**config.mk**
```make
export PLATFORM = sky130hd
export DESIGN_NAME = seq_nibble_subtractor_flat
export DESIGN_NICKNAME = d
export VERILOG_FILES = /design/src/rtl/seq_nibble_subtractor_pkg.sv /design/src/rtl/seq_nibble_subtractor_if.sv /design/src/rtl/seq_nibble_subtractor_bls4_slice.sv /design/src/rtl/seq_nibble_subtractor.sv /design/src/flat_wrapper.sv
export SDC_FILE = /design/constraint.sdc
export NUM_CORES = 1
export LEC_CHECK = 0
export ABC_CLOCK_PERIOD_IN_PS = 6380
export BUFFER_PORTS_ARGS = -buffer_cell sky130_fd_sc_hd__buf_2
export CORE_MARGIN = 2
export CORE_UTILIZATION = 59
export DETAILED_ROUTE_END_ITERATION = 10
export GPL_ROUTABILITY_DRIVEN = 0
export PLACE_DENSITY = 0.91
export RECOVER_POWER = 100
export SLEW_MARGIN = 10
export SYNTH_ARGS = -nofsm -noshare
export SYNTH_HDL_FRONTEND = slang
export SYNTH_HIERARCHICAL = 1
export SYNTH_SLANG_ARGS = --single-unit
```
**constraint.sdc**
```tcl
create_clock -name clk -period 6.38 [get_ports clk]
set_input_delay 0.638 -clock clk [delete_from_list [all_inputs] [get_ports clk]]
set_output_delay 0.638 -clock clk [all_outputs]
set_load 0.01 [all_outputs]
```
**src/rtl/seq_nibble_subtractor_pkg.sv**
```systemverilog
// Shared types and helpers for the nibble-serial subtractor controller.
// Holds the FSM state encoding, the slice width and the signed-overflow equation.
package sub_ctrl_pkg;

  typedef enum logic [1:0] {
    IDLE = 2'd0,
    RUN  = 2'd1,
    DONE = 2'd2
  } state_e;

  localparam int NIBBLE_W = 4;

  // Signed overflow of a subtraction: operands of opposite sign and the result sign departs from the minuend.
  function automatic logic ovf_calc(input logic x_msb, input logic y_msb, input logic d_msb);
    return (x_msb ^ y_msb) & (d_msb ^ x_msb);
  endfunction

endpackage

```
**src/rtl/seq_nibble_subtractor_if.sv**
```systemverilog
// Request/result bundle for the subtractor.
// Handshake: start is a level sampled on a rising edge while the controller is IDLE or DONE; done is a one-cycle result strobe with no back-pressure.
interface seq_nibble_subtractor_if #(
  parameter int WIDTH = 16
);
  logic             start;
  logic [WIDTH-1:0] X;
  logic [WIDTH-1:0] Y;
  logic             Bin;
  logic             busy;
  logic             done;
  logic [WIDTH-1:0] Diff;
  logic             Bout;
  logic             Ovf;

  modport master (
    output start, X, Y, Bin,
    input  busy, done, Diff, Bout, Ovf
  );

  modport slave (
    input  start, X, Y, Bin,
    output busy, done, Diff, Bout, Ovf
  );
endinterface

```
**src/rtl/seq_nibble_subtractor_bls4_slice.sv**
```systemverilog
// Combinational 4-bit borrow-lookahead subtractor slice.
// Every internal borrow is formed directly from generate/propagate terms instead of rippling.
module bls4_slice (
  input  logic [3:0] X,
  input  logic [3:0] Y,
  input  logic       Bin,
  output logic [3:0] Diff,
  output logic       Bout
);
  logic [3:0] p;
  logic [3:0] g;
  logic [3:0] q;
  logic [4:0] b;

  assign p = X ^ Y;
  assign g = ~X & Y;
  // A borrow passes through a bit position when its operand bits are equal.
  assign q = ~p;

  assign b[0] = Bin;
  assign b[1] = g[0] | (q[0] & Bin);
  assign b[2] = g[1] | (q[1] & g[0]) | (q[1] & q[0] & Bin);
  assign b[3] = g[2] | (q[2] & g[1]) | (q[2] & q[1] & g[0]) | (q[2] & q[1] & q[0] & Bin);
  assign b[4] = g[3] | (q[3] & g[2]) | (q[3] & q[2] & g[1]) | (q[3] & q[2] & q[1] & g[0])
              | (q[3] & q[2] & q[1] & q[0] & Bin);

  assign Diff = p ^ b[3:0];
  assign Bout = b[4];
endmodule

```
**src/rtl/seq_nibble_subtractor.sv**
```systemverilog
// Nibble-serial WIDTH-bit subtractor: one shared 4-bit slice is stepped LSB-first over the operands,
// carrying the borrow between cycles, with a one-cycle done strobe at the end.
module seq_nibble_subtractor
  import sub_ctrl_pkg::*;
#(
  parameter int WIDTH = 16
) (
  input  logic                    clk,
  input  logic                    rst,
  seq_nibble_subtractor_if.slave  bus,
  output state_e                  dbg_state
);
  localparam int NIB = WIDTH / NIBBLE_W;
  localparam int KW  = $clog2(NIB);

  state_e                state;
  logic [KW-1:0]         k;
  logic [WIDTH-1:0]      x_r;
  logic [WIDTH-1:0]      y_r;
  logic [WIDTH-1:0]      diff_r;
  logic                  borrow_r;
  logic                  bout_r;
  logic                  ovf_r;
  logic                  busy_r;
  logic                  done_r;

  logic [NIBBLE_W-1:0]   x_nib;
  logic [NIBBLE_W-1:0]   y_nib;
  logic [NIBBLE_W-1:0]   s_diff;
  logic                  s_bout;

  // Operands stay in place; the active nibble is picked by index.
  always_comb begin
    x_nib = '0;
    y_nib = '0;
    for (int i = 0; i < NIB; i++) begin
      if (k == KW'(i)) begin
        x_nib = x_r[i*NIBBLE_W +: NIBBLE_W];
        y_nib = y_r[i*NIBBLE_W +: NIBBLE_W];
      end
    end
  end

  bls4_slice u_slice (
    .X    (x_nib),
    .Y    (y_nib),
    .Bin  (borrow_r),
    .Diff (s_diff),
    .Bout (s_bout)
  );

  always_ff @(posedge clk or posedge rst) begin
    if (rst) begin
      state    <= IDLE;
      k        <= '0;
      x_r      <= '0;
      y_r      <= '0;
      diff_r   <= '0;
      borrow_r <= 1'b0;
      bout_r   <= 1'b0;
      ovf_r    <= 1'b0;
      busy_r   <= 1'b0;
      done_r   <= 1'b0;
    end else begin
      done_r <= 1'b0;
      if (state != RUN) begin
        if (bus.start) begin
          state    <= RUN;
          busy_r   <= 1'b1;
          k        <= '0;
          x_r      <= bus.X;
          y_r      <= bus.Y;
          borrow_r <= bus.Bin;
          diff_r   <= '0;
          bout_r   <= 1'b0;
          ovf_r    <= 1'b0;
        end else begin
          state <= IDLE;
        end
      end else begin
        for (int i = 0; i < NIB; i++) begin
          if (k == KW'(i)) diff_r[i*NIBBLE_W +: NIBBLE_W] <= s_diff;
        end
        borrow_r <= s_bout;
        if (k == KW'(NIB - 1)) begin
          state  <= DONE;
          busy_r <= 1'b0;
          done_r <= 1'b1;
          bout_r <= s_bout;
          // The last slice produces the result MSB, so overflow is resolved on the same edge.
          ovf_r  <= ovf_calc(x_r[WIDTH-1], y_r[WIDTH-1], s_diff[NIBBLE_W-1]);
        end else begin
          k <= k + 1'b1;
        end
      end
    end
  end

  assign bus.busy  = busy_r;
  assign bus.done  = done_r;
  assign bus.Diff  = diff_r;
  assign bus.Bout  = bout_r;
  assign bus.Ovf   = ovf_r;
  assign dbg_state = state;
endmodule

```
**src/flat_wrapper.sv**
```systemverilog
// flat-port wrapper written by rule: the top's interface ports become plain ports
module seq_nibble_subtractor_flat import sub_ctrl_pkg::*;
#(
  parameter int WIDTH = 16
)
  (clk, rst, dbg_state, bus_start, bus_X, bus_Y, bus_Bin, bus_busy, bus_done, bus_Diff, bus_Bout, bus_Ovf);
  seq_nibble_subtractor_if #(.WIDTH(WIDTH)) bus_i ();
  input  logic clk;
  input  logic rst;
  output state_e dbg_state;
  input wire logic [$bits(bus_i.start)-1:0] bus_start;
  input wire logic [$bits(bus_i.X)-1:0] bus_X;
  input wire logic [$bits(bus_i.Y)-1:0] bus_Y;
  input wire logic [$bits(bus_i.Bin)-1:0] bus_Bin;
  output wire logic [$bits(bus_i.busy)-1:0] bus_busy;
  output wire logic [$bits(bus_i.done)-1:0] bus_done;
  output wire logic [$bits(bus_i.Diff)-1:0] bus_Diff;
  output wire logic [$bits(bus_i.Bout)-1:0] bus_Bout;
  output wire logic [$bits(bus_i.Ovf)-1:0] bus_Ovf;
  assign bus_i.start = bus_start;
  assign bus_i.X = bus_X;
  assign bus_i.Y = bus_Y;
  assign bus_i.Bin = bus_Bin;
  assign bus_busy = bus_i.busy;
  assign bus_done = bus_i.done;
  assign bus_Diff = bus_i.Diff;
  assign bus_Bout = bus_i.Bout;
  assign bus_Ovf = bus_i.Ovf;
  seq_nibble_subtractor #(.WIDTH(WIDTH)) u_core (.clk(clk), .rst(rst), .bus(bus_i), .dbg_state(dbg_state));
endmodule
```
Word-level counts from Yosys, hierarchy flattened
Index checks and enable logic that the tools add are counted.
{ "classes": {"add_sub_neg": 1, "n_eq_ne": 6, "muxes": 32, "bitwise_logic": 34, "reduce_logical": 11} }
{ "op_table": {"columns": ["op", "n"], "rows": [
  ["4-bit 2-to-1 mux", 12],
  ["16-bit 2-to-1 mux", 2],
  ["1-bit bitwise AND", 17],
  ["1-bit 2-to-1 mux", 13],
  ["2-bit AND reduction", 6],
  ["2-bit 2-to-1 mux", 5],
  ["1-bit bitwise OR", 10],
  ["4-bit inverter", 2],
  ["2-bit nonzero test", 4],
  ["4-bit bitwise XOR", 2],
  ["4-bit bitwise AND", 1],
  ["2-bit == test, second input constant", 2],
  ["2-bit inequality test, second input constant", 2],
  ["2-bit by 1-bit adder with 2-bit output, second input constant", 1],
  ["2-bit by 1-bit == test with 1-bit output, second input constant", 1],
  ["2-bit zero test", 1],
  ["2-bit by 1-bit inequality test with 1-bit output, second input constant", 1],
  ["1-bit bitwise XOR", 2]
]} }
{ "totals": {"reg_bits": 57, "input_bits": 36, "out_inout_bits": 22} }

Depth between registers and ports, before layout
{ "depth": {"word_depth": 16, "mapped_depth": 14, "mapped_depth_nobuf": 13} }

By module
The synthesis kept the hierarchy.
{ "modules_own_cells": {"columns": ["mod", "instances", "cells_each", "area_per_inst_um2", "seq_area_each_um2"], "rows": [
  ["seq_nibble_subtractor", 1, 191, 2698.8, 1426.4],
  ["bls4_slice", 1, 27, 200.2, 0.0]
]} }

Worst setup path after synthesis
Ideal clock, no wire load.
{ "synth_timing": {"path_type": "register to register", "start": "register u_core.k[0]", "end": "register u_core.ovf_r, in the netlist u_core/bus.Ovf", "setup_ns": 0.121, "arrival_ns": 2.651, "required_ns": 6.259, "path_slack_ns": 3.608, "path_stages_with_launch": 14, "path_buffers": 1, "period_less_slack_ns": 2.772, "cell_sequence": "dfrtp_1 -> ha_1 -> buf_2 -> and2b_1 -> a221oi_1 -> o31ai_1 -> inv_1 -> ha_1 -> a21oi_1 -> nor2_1 -> nand3b_1 -> nand2_1 -> o22ai_1 -> a22o_1"} }
{ "synth_rtl": {"columns": ["element", "line", "source"], "rows": [
  ["start: declaration", "seq_nibble_subtractor.sv:17", "logic [KW-1:0] k;"],
  ["start signal: assignment", "seq_nibble_subtractor.sv:93", "k <= k + 1'b1;"],
  ["2-bit zero test", "seq_nibble_subtractor.sv:37", "if (k == KW'(i)) begin"],
  ["4-bit 2-to-1 mux (3 in series)", "seq_nibble_subtractor.sv:37", null],
  ["4-bit 2-to-1 mux *", "seq_nibble_subtractor.sv:37", null],
  ["via u_core.x_nib[0]", "seq_nibble_subtractor.sv:27", "logic [NIBBLE_W-1:0] x_nib;"],
  ["4-bit inverter / 4-bit bitwise XOR (equally long branches)", "seq_nibble_subtractor_bls4_slice.sv:16, seq_nibble_subtractor_bls4_slice.sv:15", null],
  ["4-bit bitwise AND / 4-bit inverter (equally long branches)", "seq_nibble_subtractor_bls4_slice.sv:16, seq_nibble_subtractor_bls4_slice.sv:18", null],
  ["1-bit bitwise AND", "seq_nibble_subtractor_bls4_slice.sv:23", "assign b[3] = g[2] | (q[2] & g[1]) | (q[2] & q[1] & g[0]) | (q[2] & q[1] & q[0] & Bin);"],
  ["1-bit bitwise OR / 1-bit bitwise AND (equally long branches)", "seq_nibble_subtractor_bls4_slice.sv:23", null],
  ["1-bit bitwise OR *", "seq_nibble_subtractor_bls4_slice.sv:23", null],
  ["4-bit bitwise XOR *", "seq_nibble_subtractor_bls4_slice.sv:27", "assign Diff = p ^ b[3:0];"],
  ["via u_core.s_diff[3]", "seq_nibble_subtractor.sv:29", "logic [NIBBLE_W-1:0] s_diff;"],
  ["1-bit bitwise XOR *", "seq_nibble_subtractor_pkg.sv:15", "return (x_msb ^ y_msb) & (d_msb ^ x_msb);"],
  ["1-bit bitwise AND *", "seq_nibble_subtractor_pkg.sv:15", null],
  ["1-bit 2-to-1 mux *", "seq_nibble_subtractor.sv:85", "if (k == KW'(NIB - 1)) begin"],
  ["1-bit 2-to-1 mux *", "seq_nibble_subtractor.sv:66", "if (state != RUN) begin"],
  ["end signal: assignment", "seq_nibble_subtractor.sv:91", "ovf_r <= ovf_calc(x_r[WIDTH-1], y_r[WIDTH-1], s_diff[NIBBLE_W-1]);"],
  ["end: declaration", "seq_nibble_subtractor.sv:23", "logic ovf_r;"]
]} }
The timed path passes the listed nets; every way through them passes the cells marked *. The select of a mux whose other input is x is not followed.
A chain may end at the register's enable or synchronous reset.

Worst setup path after layout
Ends and elaborated chain as after synthesis.

==> impl_metrics.env <==
export IMPL_setup_viol=0
export IMPL_outcome="finished with violations"
export IMPL_hold_viol_final=0
export IMPL_post_cts_resize_count=0
export IMPL_fin_cells=343
export IMPL_grt_remaining_overflow=0
export IMPL_row_count=25
export IMPL_crit_arrival_ps=3590
export IMPL_async_flop_share=1.00
export IMPL_grt_setup_unrepaired="no"
export IMPL_cts_made_buffers=9
export IMPL_place_hpwl_mm=3.97
export IMPL_ctsHtreeMaxLevel=3
export IMPL_initial_utilization=0.614
export IMPL_syn_area_sq_mm=0.00290
export IMPL_ys_seq_area_frac=0.492
export IMPL_clock_latency_ps=340
export IMPL_clockBufferDepth=2
export IMPL_violations="capacitance limit, slew limit"
export IMPL_min_path_cells=1
export IMPL_synthesis_nets=264
export IMPL_antenna_found_initial=0
export IMPL_maxSlewViolCount=58
export IMPL_path_max_fanout=17
export IMPL_min_period_over_period=0.528
export IMPL_postRouteAntennaNets=0
export IMPL_cts_sinks=57
export IMPL_relSlewSlack=-0.630
export IMPL_place_inst=327
export IMPL_drive_gt1_frac=0.203
export IMPL_cp_required_ps=6600
export IMPL_drt_initial_drc_count=142
export IMPL_max_slew_worst_pin_slew_ps=2430
export IMPL_fp_coreArea_sq_mm=0.00472
export IMPL_tritoncts="done"
export IMPL_worstReg2RegStart="u_core/k[0]"
export IMPL_dieWidth_um=74.1
export IMPL_timing_rr_end="u_core/bus.Ovf"
export IMPL_synth_seq_cells=57
export IMPL_io_buffers=57
export IMPL_hp_class="reg -> reg"
export IMPL_nNetsFinal=317
export IMPL_rrSetupSlack_ps=3010
export IMPL_fin_skew_ps=9.26
export IMPL_setup_tns_ps=0
export IMPL_reg2reg_depth=12
export IMPL_leakagePower_uw=0.00146
export IMPL_postPlaceCellArea_sq_mm=0.00313
export IMPL_crit_start="u_core/k[0]"
export IMPL_holdBufCountCts=0
export IMPL_ir_drop_mv=0.308
export IMPL_min_delay_start="u_core/bus.Diff[8]"
export IMPL_die_area_sq_mm=0.00549
export IMPL_ys_warn_count=6
export IMPL_final_common_cell="dfrtp_1"
export IMPL_synth_avg_cell_area_sq_um=13.3
export IMPL_num_vias=1900
export IMPL_max_cap_violations=1
export IMPL_synthCells=218
export IMPL_first_global_vias=1853
export IMPL_dr_pass1_iters=4
export IMPL_max_freq_mhz=297
export IMPL_syn2layout_area_growth_pct=7.68
export IMPL_fillCellCount=393
export IMPL_synth_ff_type="dfrtp_1"
export IMPL_crit_path_start_kind="flop"
export IMPL_postCtsSetupRepairBufs=0
export IMPL_grt_pass1_wl_mm=9.09
export IMPL_finalCriticalPeriod_ps=3370
export IMPL_end_kind="flop"
export IMPL_powerDensity_mw_per_mm2=647
export IMPL_antennaDiodeCount=0
export IMPL_ys_types=37
export IMPL_grt_max_degree=58
export IMPL_cts_root_buf="clkbuf_8"
export IMPL_viasPerCell=5.54
export IMPL_io_pins=58
export IMPL_drc_errors=0
export IMPL_grt_usage=0.227
export IMPL_layout_common_cells="dfrtp_1, buf_2, mux2_1"
export IMPL_path_clk_slew_ps=60
export IMPL_crit_type="reg -> reg"
export IMPL_wl_per_cell_um=16.6
export IMPL_die_height_um=74.1
export IMPL_design_area_sq_mm=0.00312
export IMPL_hold_path_end="u_core/bus.Diff[8]"
export IMPL_synth_edf_count=0
export IMPL_drt_wl_total_mm=5.68
-- layout make-up --
| type | instances | area, sq um | area share |
|---|---|---|---|
| inverter | 16 | 61.3 | 0.0196 |
| clock buffer | 12 | 135 | 0.0433 |
| sequential | 57 | 1430 | 0.457 |
| tap | 67 | 83.8 | 0.0269 |
| clock inverter | 4 | 20.0 | 0.00641 |
| multi-input combinational | 130 | 1140 | 0.364 |
| timing repair buffer | 57 | 258 | 0.0826 |
-- sequential cells by signal (all words and copies together) (netlist names) --
signal            cells
u_core/bus.Diff      16
u_core/x_r           16
u_core/y_r           16
u_core/dbg_state      2
u_core/k              2
u_core/borrow_r       1
u_core/bus.Bout       1
u_core/bus.Ovf        1
u_core/bus.busy       1
u_core/bus.done       1
-- critical path: stages, from the launching register on --
cell and delay [ps]:
dfrtp_1 420, ha_1 440, and2b_1 400, a221oi_1 120, o31ai_1 450, inv_1 120, ha_1 330, a21oi_1 190
nor2_1 90, nand3b_1 300, nand2_1 130, o22ai_1 80, a22o_1 190
-- through the flow --
stage / util / hold slack (ps) / setup slack, ps / power (uW)
floorplan: - / 480 / 3610 / 1630
global placement: 0.662 / 472 / 3320 / 1810
detailed placement: 0.662 / 476 / 3110 / 1860
CTS: 0.695 / 489 / 3070 / 2140
global route: 0.661 / 500 / 2670 / 2170
finish: 0.661 / 485 / 3010 / 2020
-- cells in the mapped netlist, types with 3 or more instances --
master    number  area (sq um)
o21ai_1        3          15.0
a32o_1        12           120
o31ai_1        5          37.5
mux2_4        29           435
nand2_1       10          37.5
clkbuf_1       4          15.0
inv_1         16          60.1
ha_1           9           113
dfrtp_1       57          1430
mux2i_1        5          50.1
buf_2          5          25.0
o21ai_0        3          15.0
a21oi_1        8          40.0
buf_12         4          80.1
nor2b_1        5          31.3
a221oi_1       5          43.8
mux2_2         3          33.8
a22o_1         9          78.8
-- kinds of logic after synthesis --
logic type / Yosys count / synth area share
multiplexers: 38 / 0.184
AO/OA/AOI/OAI: 52 / 0.142
AND/OR/NAND/NOR: 28 / 0.0609
adder cells (fa/ha/maj): 10 / 0.0457
buffers and inverters: 31 / 0.0695
flip-flops: 57 / 0.492
XOR/XNOR: 2 / 0.00604
-- worst max-delay path by stage --
stage,endpoint,cells past startpoint
final,u_core/bus.Ovf,12
after global routing,u_core/bus.Ovf,13
after CTS,u_core/bus.Ovf,13
after detailed placement,u_core/bus.Ovf,13
after global placement,u_core/bus.Ovf,12
after floorplan,u_core/bus.Ovf,13
-- routing by layer --
layer / track usage / up-vias / wire, um
met2: 0.327 / 64 / 2630
li1: - / 894 / -
met1: 0.313 / 929 / 2630
met4: 0.115 / 0 / 140
met5: 0 / - / 0
met3: 0.0678 / 13 / 279
-- where the power goes --
part           leakage [uW]  internal (uW)  switching, uW  total, uW
sequential         0.000699            535            112        647
clock             0.0000839            138            132        270
combinational      0.000679            472            630       1100
Power figures use the tool's default switching activity.
